## src/rtl/wb_counter_pkg.sv

```systemverilog
// Shared register map, control bit positions and byte-lane helpers for the
// Wishbone up/down counter bank.
package wb_counter_pkg;

    localparam logic [3:0] CTRL_OFS   = 4'h0;
    localparam logic [3:0] COUNT_OFS  = 4'h4;
    localparam logic [3:0] LIMIT_OFS  = 4'h8;
    localparam logic [3:0] STATUS_OFS = 4'hC;

    localparam int EN_B    = 0;
    localparam int UP_B    = 1;
    localparam int WRAP_B  = 2;
    localparam int IRQEN_B = 3;
    localparam int TC_B    = 0;

    localparam int CH_STRIDE = 16;

    function automatic logic [31:0] lane_mask(input logic [3:0] sel);
        return {{8{sel[3]}}, {8{sel[2]}}, {8{sel[1]}}, {8{sel[0]}}};
    endfunction

    function automatic logic [31:0] lane_merge(input logic [31:0] old_v,
                                               input logic [31:0] new_v,
                                               input logic [3:0]  sel);
        logic [31:0] m;
        m = lane_mask(sel);
        return (old_v & ~m) | (new_v & m);
    endfunction

endpackage

```

## src/rtl/wb_counter_bank_channel.sv

```systemverilog
// One counter channel: CTRL/COUNT/LIMIT/STATUS registers, next-count logic
// and the one-cycle terminal-count pulse.
module counter_channel
    import wb_counter_pkg::*;
#(
    parameter int WIDTH = 32
) (
    input  logic             clk,
    input  logic             rst_n,
    input  logic             tick_i,
    input  logic             wr_ctrl_i,
    input  logic             wr_count_i,
    input  logic             wr_limit_i,
    input  logic             wr_status_i,
    input  logic [31:0]      wdata_i,
    input  logic [3:0]       wsel_i,
    output logic [3:0]       ctrl_o,
    output logic [WIDTH-1:0] count_o,
    output logic [WIDTH-1:0] limit_o,
    output logic             tc_flag_o,
    output logic             tc_o
);

    logic [3:0]       ctrl_q, ctrl_d;
    logic [WIDTH-1:0] count_q, count_d;
    logic [WIDTH-1:0] limit_q, limit_d;
    logic             flag_q, flag_d;
    logic             tc_q;
    logic             bnd_s;
    logic [31:0]      count_m_s;
    logic [31:0]      limit_m_s;

    assign count_m_s = lane_merge(32'(count_q), wdata_i, wsel_i);
    assign limit_m_s = lane_merge(32'(limit_q), wdata_i, wsel_i);

    // Next count; a bus load beats a tick arriving in the same cycle
    always_comb begin
        count_d = count_q;
        bnd_s   = 1'b0;
        if (wr_count_i) begin
            count_d = count_m_s[WIDTH-1:0];
        end else if (tick_i && ctrl_q[EN_B]) begin
            if (ctrl_q[UP_B]) begin
                if (count_q < limit_q) begin
                    count_d = count_q + {{(WIDTH-1){1'b0}}, 1'b1};
                end else begin
                    bnd_s   = 1'b1;
                    count_d = ctrl_q[WRAP_B] ? {WIDTH{1'b0}} : count_q;
                end
            end else begin
                if (count_q != {WIDTH{1'b0}}) begin
                    count_d = count_q - {{(WIDTH-1){1'b0}}, 1'b1};
                end else begin
                    bnd_s   = 1'b1;
                    count_d = ctrl_q[WRAP_B] ? limit_q : count_q;
                end
            end
        end else begin
            count_d = count_q;
        end
    end

    // Control, limit and sticky flag updates; a new boundary event beats W1C
    always_comb begin
        ctrl_d  = ctrl_q;
        limit_d = limit_q;
        flag_d  = flag_q;
        if (wr_ctrl_i && wsel_i[0]) begin
            ctrl_d = wdata_i[3:0];
        end else begin
            ctrl_d = ctrl_q;
        end
        if (wr_limit_i) begin
            limit_d = limit_m_s[WIDTH-1:0];
        end else begin
            limit_d = limit_q;
        end
        if (bnd_s) begin
            flag_d = 1'b1;
        end else if (wr_status_i && wsel_i[0] && wdata_i[TC_B]) begin
            flag_d = 1'b0;
        end else begin
            flag_d = flag_q;
        end
    end

    // Channel state registers
    always_ff @(posedge clk or negedge rst_n) begin
        if (!rst_n) begin
            ctrl_q  <= 4'h0;
            count_q <= {WIDTH{1'b0}};
            limit_q <= {WIDTH{1'b1}};
            flag_q  <= 1'b0;
            tc_q    <= 1'b0;
        end else begin
            ctrl_q  <= ctrl_d;
            count_q <= count_d;
            limit_q <= limit_d;
            flag_q  <= flag_d;
            tc_q    <= bnd_s;
        end
    end

    assign ctrl_o    = ctrl_q;
    assign count_o   = count_q;
    assign limit_o   = limit_q;
    assign tc_flag_o = flag_q;
    assign tc_o      = tc_q;

endmodule

```

## src/rtl/wb_counter_bank.sv

```systemverilog
// Multi-channel up/down event counter bank behind a Wishbone B4 classic slave:
// address decode, single-cycle ack, registered read mux and interrupt.
module wb_counter_bank
    import wb_counter_pkg::*;
#(
    parameter int WIDTH  = 32,
    parameter int NCH    = 4,
    parameter int ADDR_W = 8
) (
    input  logic              clk,
    input  logic              rst_n,
    input  logic              wb_cyc_i,
    input  logic              wb_stb_i,
    input  logic              wb_we_i,
    input  logic [ADDR_W-1:0] wb_adr_i,
    input  logic [31:0]       wb_dat_i,
    input  logic [3:0]        wb_sel_i,
    output logic [31:0]       wb_dat_o,
    output logic              wb_ack_o,
    input  logic [NCH-1:0]    tick_i,
    output logic [NCH-1:0]    tc_o,
    output logic              irq_o
);

    localparam int CH_LSB = $clog2(CH_STRIDE);

    logic              ack_q;
    logic [31:0]       dat_q;
    logic              irq_q;
    logic              acc_s;
    logic              wr_s;
    logic [31:0]       ch_ext_s;
    logic [3:0]        ofs_s;
    logic [31:0]       rdata_s;
    logic [NCH-1:0]    flag_s;
    logic [NCH-1:0]    irqen_s;
    logic [3:0]        ctrl_a  [NCH];
    logic [WIDTH-1:0]  count_a [NCH];
    logic [WIDTH-1:0]  limit_a [NCH];
    logic              unused_s;

    // A new access is only accepted while ack is low: one access per two cycles
    assign acc_s    = wb_cyc_i & wb_stb_i & ~ack_q;
    assign wr_s     = acc_s & wb_we_i;
    assign ch_ext_s = 32'(wb_adr_i[ADDR_W-1:CH_LSB]);
    assign ofs_s    = {wb_adr_i[3:2], 2'b00};
    assign unused_s = |wb_adr_i[1:0];

    for (genvar n = 0; n < NCH; n++) begin : g_ch
        logic hit_s;
        assign hit_s      = wr_s & (ch_ext_s == 32'(n));
        assign irqen_s[n] = ctrl_a[n][IRQEN_B];

        counter_channel #(.WIDTH(WIDTH)) u_ch (
            .clk         (clk),
            .rst_n       (rst_n),
            .tick_i      (tick_i[n]),
            .wr_ctrl_i   (hit_s & (ofs_s == CTRL_OFS)),
            .wr_count_i  (hit_s & (ofs_s == COUNT_OFS)),
            .wr_limit_i  (hit_s & (ofs_s == LIMIT_OFS)),
            .wr_status_i (hit_s & (ofs_s == STATUS_OFS)),
            .wdata_i     (wb_dat_i),
            .wsel_i      (wb_sel_i),
            .ctrl_o      (ctrl_a[n]),
            .count_o     (count_a[n]),
            .limit_o     (limit_a[n]),
            .tc_flag_o   (flag_s[n]),
            .tc_o        (tc_o[n])
        );
    end

    // Read data for the addressed register; channels >= NCH read as zero
    always_comb begin
        rdata_s = 32'h0;
        for (int n = 0; n < NCH; n++) begin
            case (ofs_s)
                CTRL_OFS:   rdata_s = rdata_s | ((ch_ext_s == 32'(n)) ? {28'h0, ctrl_a[n]} : 32'h0);
                COUNT_OFS:  rdata_s = rdata_s | ((ch_ext_s == 32'(n)) ? 32'(count_a[n]) : 32'h0);
                LIMIT_OFS:  rdata_s = rdata_s | ((ch_ext_s == 32'(n)) ? 32'(limit_a[n]) : 32'h0);
                STATUS_OFS: rdata_s = rdata_s | ((ch_ext_s == 32'(n)) ? {31'h0, flag_s[n]} : 32'h0);
                default:    rdata_s = rdata_s;
            endcase
        end
    end

    // Bus response and interrupt registers
    always_ff @(posedge clk or negedge rst_n) begin
        if (!rst_n) begin
            ack_q <= 1'b0;
            dat_q <= 32'h0;
            irq_q <= 1'b0;
        end else begin
            ack_q <= acc_s;
            dat_q <= acc_s ? rdata_s : 32'h0;
            irq_q <= |(flag_s & irqen_s);
        end
    end

    assign wb_ack_o = ack_q;
    assign wb_dat_o = dat_q;
    assign irq_o    = irq_q;

endmodule
```

## config.mk

```make
export PLATFORM = sky130hd
export DESIGN_NAME = wb_counter_bank
export DESIGN_NICKNAME = d
export VERILOG_FILES = /design/src/rtl/wb_counter_pkg.sv /design/src/rtl/wb_counter_bank_channel.sv /design/src/rtl/wb_counter_bank.sv
export SDC_FILE = /design/constraint.sdc
export NUM_CORES = 1
export LEC_CHECK = 0
export BUFFER_PORTS_ARGS = -buffer_cell sky130_fd_sc_hd__buf_2
export CORE_ASPECT_RATIO = 1.4
export CORE_MARGIN = 3
export CORE_UTILIZATION = 64
export DETAILED_ROUTE_END_ITERATION = 8
export GPL_ROUTABILITY_DRIVEN = 0
export PLACE_DENSITY = 0.82
export SETUP_SLACK_MARGIN = 0.2
export SYNTH_ARGS = -nofsm -noshare
export SYNTH_HDL_FRONTEND = slang
export SYNTH_HIERARCHICAL = 1
export SYNTH_SLANG_ARGS = --single-unit
```

## constraint.sdc

```tcl
create_clock -name clk -period 4.27 [get_ports clk]
set_input_delay 0.2135 -clock clk [delete_from_list [all_inputs] [get_ports clk]]
set_output_delay 0.2135 -clock clk [all_outputs]
set_load 0.005 [all_outputs]
```

==> impl_metrics.csv <==
group,metric,value,unit
drt,drtIter0Drc,3024,
drt,viasPerCell,7.09,
clock_tree,ctsHtreeMaxLevel,2,
clock_tree,clockBufferDepth,3,
global_route,antenna_found_initial,3,
sta,fmax,260,MHz
sta,grt_setup_unrepaired,"no",
setup_path,critPathBufInv,1,
final_layout,fill_cells,2968,
synth,synthMuxAreaShare,9.36,%
drt,vias,24520,
sta,slew_violations,0,
global_route,grt_max_degree,114,
synth,ys_types,91,
sta,slew_headroom,28.9,%
pwr,peakVddDrop,319,µV
clock_tree,cts_buffers,35,
setup_path,cp_slowest_cell,"nor4_2",
setup_path,cp.required,4.74,ns
setup_path,cp_common_cell,"nor2_1",
synth,yosys.area_share.simple,17.0,%
synth,async_flop_share,100,%
drt,dr.pass1.iters,7,
global_route,grt_pass1_wl,131000,µm
setup_path,end_kind,"register",
synth,synthXorXnorAreaFrac,6.81,%
final_layout,areaGrowthSynthToFinish,8.06,%
drt,wl_per_cell,24.2,µm
synth,yosys_warnings,6,
sta,skew,0.0146,ns
clock_tree,clk_latency,0.54,ns
placed_design,portBuffers,88,
sta,period_minus_slack,3.85,ns
clock_tree,ctsResizeCount,0,
global_route,grt_pass1_vias,23742,
synth,synth-compound-area-share,22.5,%
floorplanning,die_x,175,µm
status,status,"complete, no violations",
clock_tree,cts.clk_slew.worst_paths,0.07,ns
floorplanning,fp.dieArea,42600,µm²
synth,synth_cells,2926,
sta,tns,0,ns
synth,seq_area_frac_synth,31.2,%
clock_tree,cts.root.buffer_cell,"clkbuf_16",
floorplanning,start_util,65.1,%
final_layout,multi_input_area,16100,µm²
setup_path,cpLargestDelayFamily,"simple AND/OR/NAND/NOR gates",
clock_tree,cts_tree,"done",
final_layout,nNetsFinal,3095,
clock_tree,cts_sinks,314,
placed_design,hpwl,61700,µm
setup_path,worstPathCellList,"or4_4 > or4_1 > nor4_2 > nor2_1 > nor2_1 > a21oi_2 > buf_12 > nor2_2 > a221o_1",
setup_path,start_kind,"register",
synth,synth_seq_cells,314,
global_route,grt.overflow.total,0,
sta,min_period_over_period,90.1,%
pwr,leakagePower,11.8,nW
floorplanning,fp.dieH,243,µm
final_layout,ff_latch_area,8020,µm²
synth,synth_nets,3119,
job,drv_cap,0,
drt,final_antenna_net_count,0,
drt,drt_drc_violations_left,0,
setup_path,cp_max_fo,23,
setup_path,crit_type,"reg -> reg",
synth,ys.flop_type,"dfrtp_1",
setup_path,crit_arrival,4.32,ns
synth,synth_fa_ha_area_share,6.81,%
synth,synth_edf_count,0,
sta,finalSetupViolCount,0,
synth,netlist_area,25700,µm²
sta,max_slew.worst_pin.slew,1.07,ns
drt,finalWirelength,83600,µm
synth,syn_avg_cell_area,8.78,µm²
final_layout,drive_above_1_share,21.1,%
sta,hold_violations,0,
pwr,fin_total_pwr,10.1,mW
global_route,grt_usage,38.3,%
setup_path,max_stage_delay,0.73,ns
floorplanning,fp-row-count,86,
floorplanning,num_io_pins,91,
floorplanning,core_area,39500,µm²
worst_hold_path,hold_class,"in -> reg",
synth,synth_top_family_by_area,"compound AO/OA/AOI/OAI gates",
sta,timing.hold.ws,0.0339,ns
pwr,power_density,362,nW/µm²
[area by class of cell]
| cell class | count | area share (%) |
|---|---|---|
| Sequential cell | 314 | 28.9 |
| Antenna cell | 3 | 0.0270 |
| Timing Repair Buffer | 169 | 4.00 |
| Multi-Input combinational cell | 2223 | 58.0 |
| Clock buffer | 45 | 3.59 |
| Clock inverter | 18 | 0.946 |
| Tap cell | 528 | 2.38 |
| Inverter | 159 | 2.15 |
[routing by layer]
metal | GRT usage, % | vias up | wire (µm)
li1 | - | 10732 | -
met1 | 46.5 | 11704 | 29400
met2 | 63.2 | 1657 | 39500
met3 | 4.68 | 425 | 7690
met4 | 26.4 | 2 | 7020
met5 | 0 | - | 13
[cell families (layout without fill, tap and decap cells)]
kind of cell	count (synthesis)	count (layout)
adder cells (fa/ha/maj)	140	140
other	0	3
AND/OR/NAND/NOR	851	851
AO/OA/AOI/OAI	817	817
multiplexers	215	215
XOR/XNOR	200	200
flip-flops	314	314
buffers and inverters	389	391
[cell usage after synthesis, drive strengths merged, types with 38 or more instances]
cell type,n,area (µm²)
mux2,202,2270
a211oi,47,358
nand3,69,345
nand4,38,238
o21ai,164,825
a22oi,74,556
xnor2,87,762
xor2,113,990
a21o,61,465
nor4,57,384
nor2,202,783
dfstp,128,3360
inv,159,597
nor3,49,262
nand2,226,848
ha,140,1750
o22ai,66,413
a22o,57,499
a21oi,106,534
dfrtp,186,4650
buf,90,518
clkbuf,140,526
[power by group]
part | switching, mW | leakage [nW] | internal, mW | total, mW
combinational | 1.83 | 7.32 | 1.28 | 3.11
clock | 1.32 | 0.612 | 2.02 | 3.34
sequential | 0.426 | 3.83 | 3.17 | 3.60
total | 3.58 | 11.8 | 6.48 | 10.1
[worst paths after layout]
kind	startpoint	to	slack (ns)	cells past startpoint
min reg2reg	register	register	0.51	2
min in group asynchronous	rst_n	async pin	0.30	2
max	register	register	0.42	9
min	wb_cyc_i	wb_dat_o[3]	0.03	3
max reg2reg	register	register	0.42	9
max in group asynchronous	rst_n	async pin	2.78	3
[worst register-to-register path, cell delays in order (launching register included)]
cell,delay [ns]
dfrtp_1,0.49
or4_4,0.60
or4_1,0.69
nor4_2,0.73
nor2_1,0.09
nor2_1,0.15
a21oi_2,0.24
buf_12,0.25
nor2_2,0.32
a221o_1,0.22
[layout by cell type (no fill, tap or decap), drive strengths merged, types with 61 or more instances in the layout]
cell and count:
nor2 202, dfstp 128, a21o 61, inv 161, mux2 202, buf 168, xor2 113, nand3 69
nand2 226, a22oi 74, xnor2 87, o21ai 164, o22ai 66, dfrtp 186, ha 140, a21oi 106
[stage by stage]
step | cell area [µm²] | std cells | util (%) | setup slack [ns]
CTS | 27800 | 3456 | 70.3 | 0.517
floorplan | 25700 | 2926 | - | 1.17
detailed placement | 26500 | 3392 | 67.1 | 0.552
global route | 27800 | 3457 | 70.3 | 0.246
global placement | 26500 | 3392 | 67.1 | 0.596
finish | 27800 | 3459 | 70.3 | 0.423
[repair_timing]
item | CTS | global route
endpoints found under the hold margin | 57 | 0
hold buffers | 1 | 0
setup buffers | 0 | 0
Note: power is estimated with default switching activity, not from simulation.
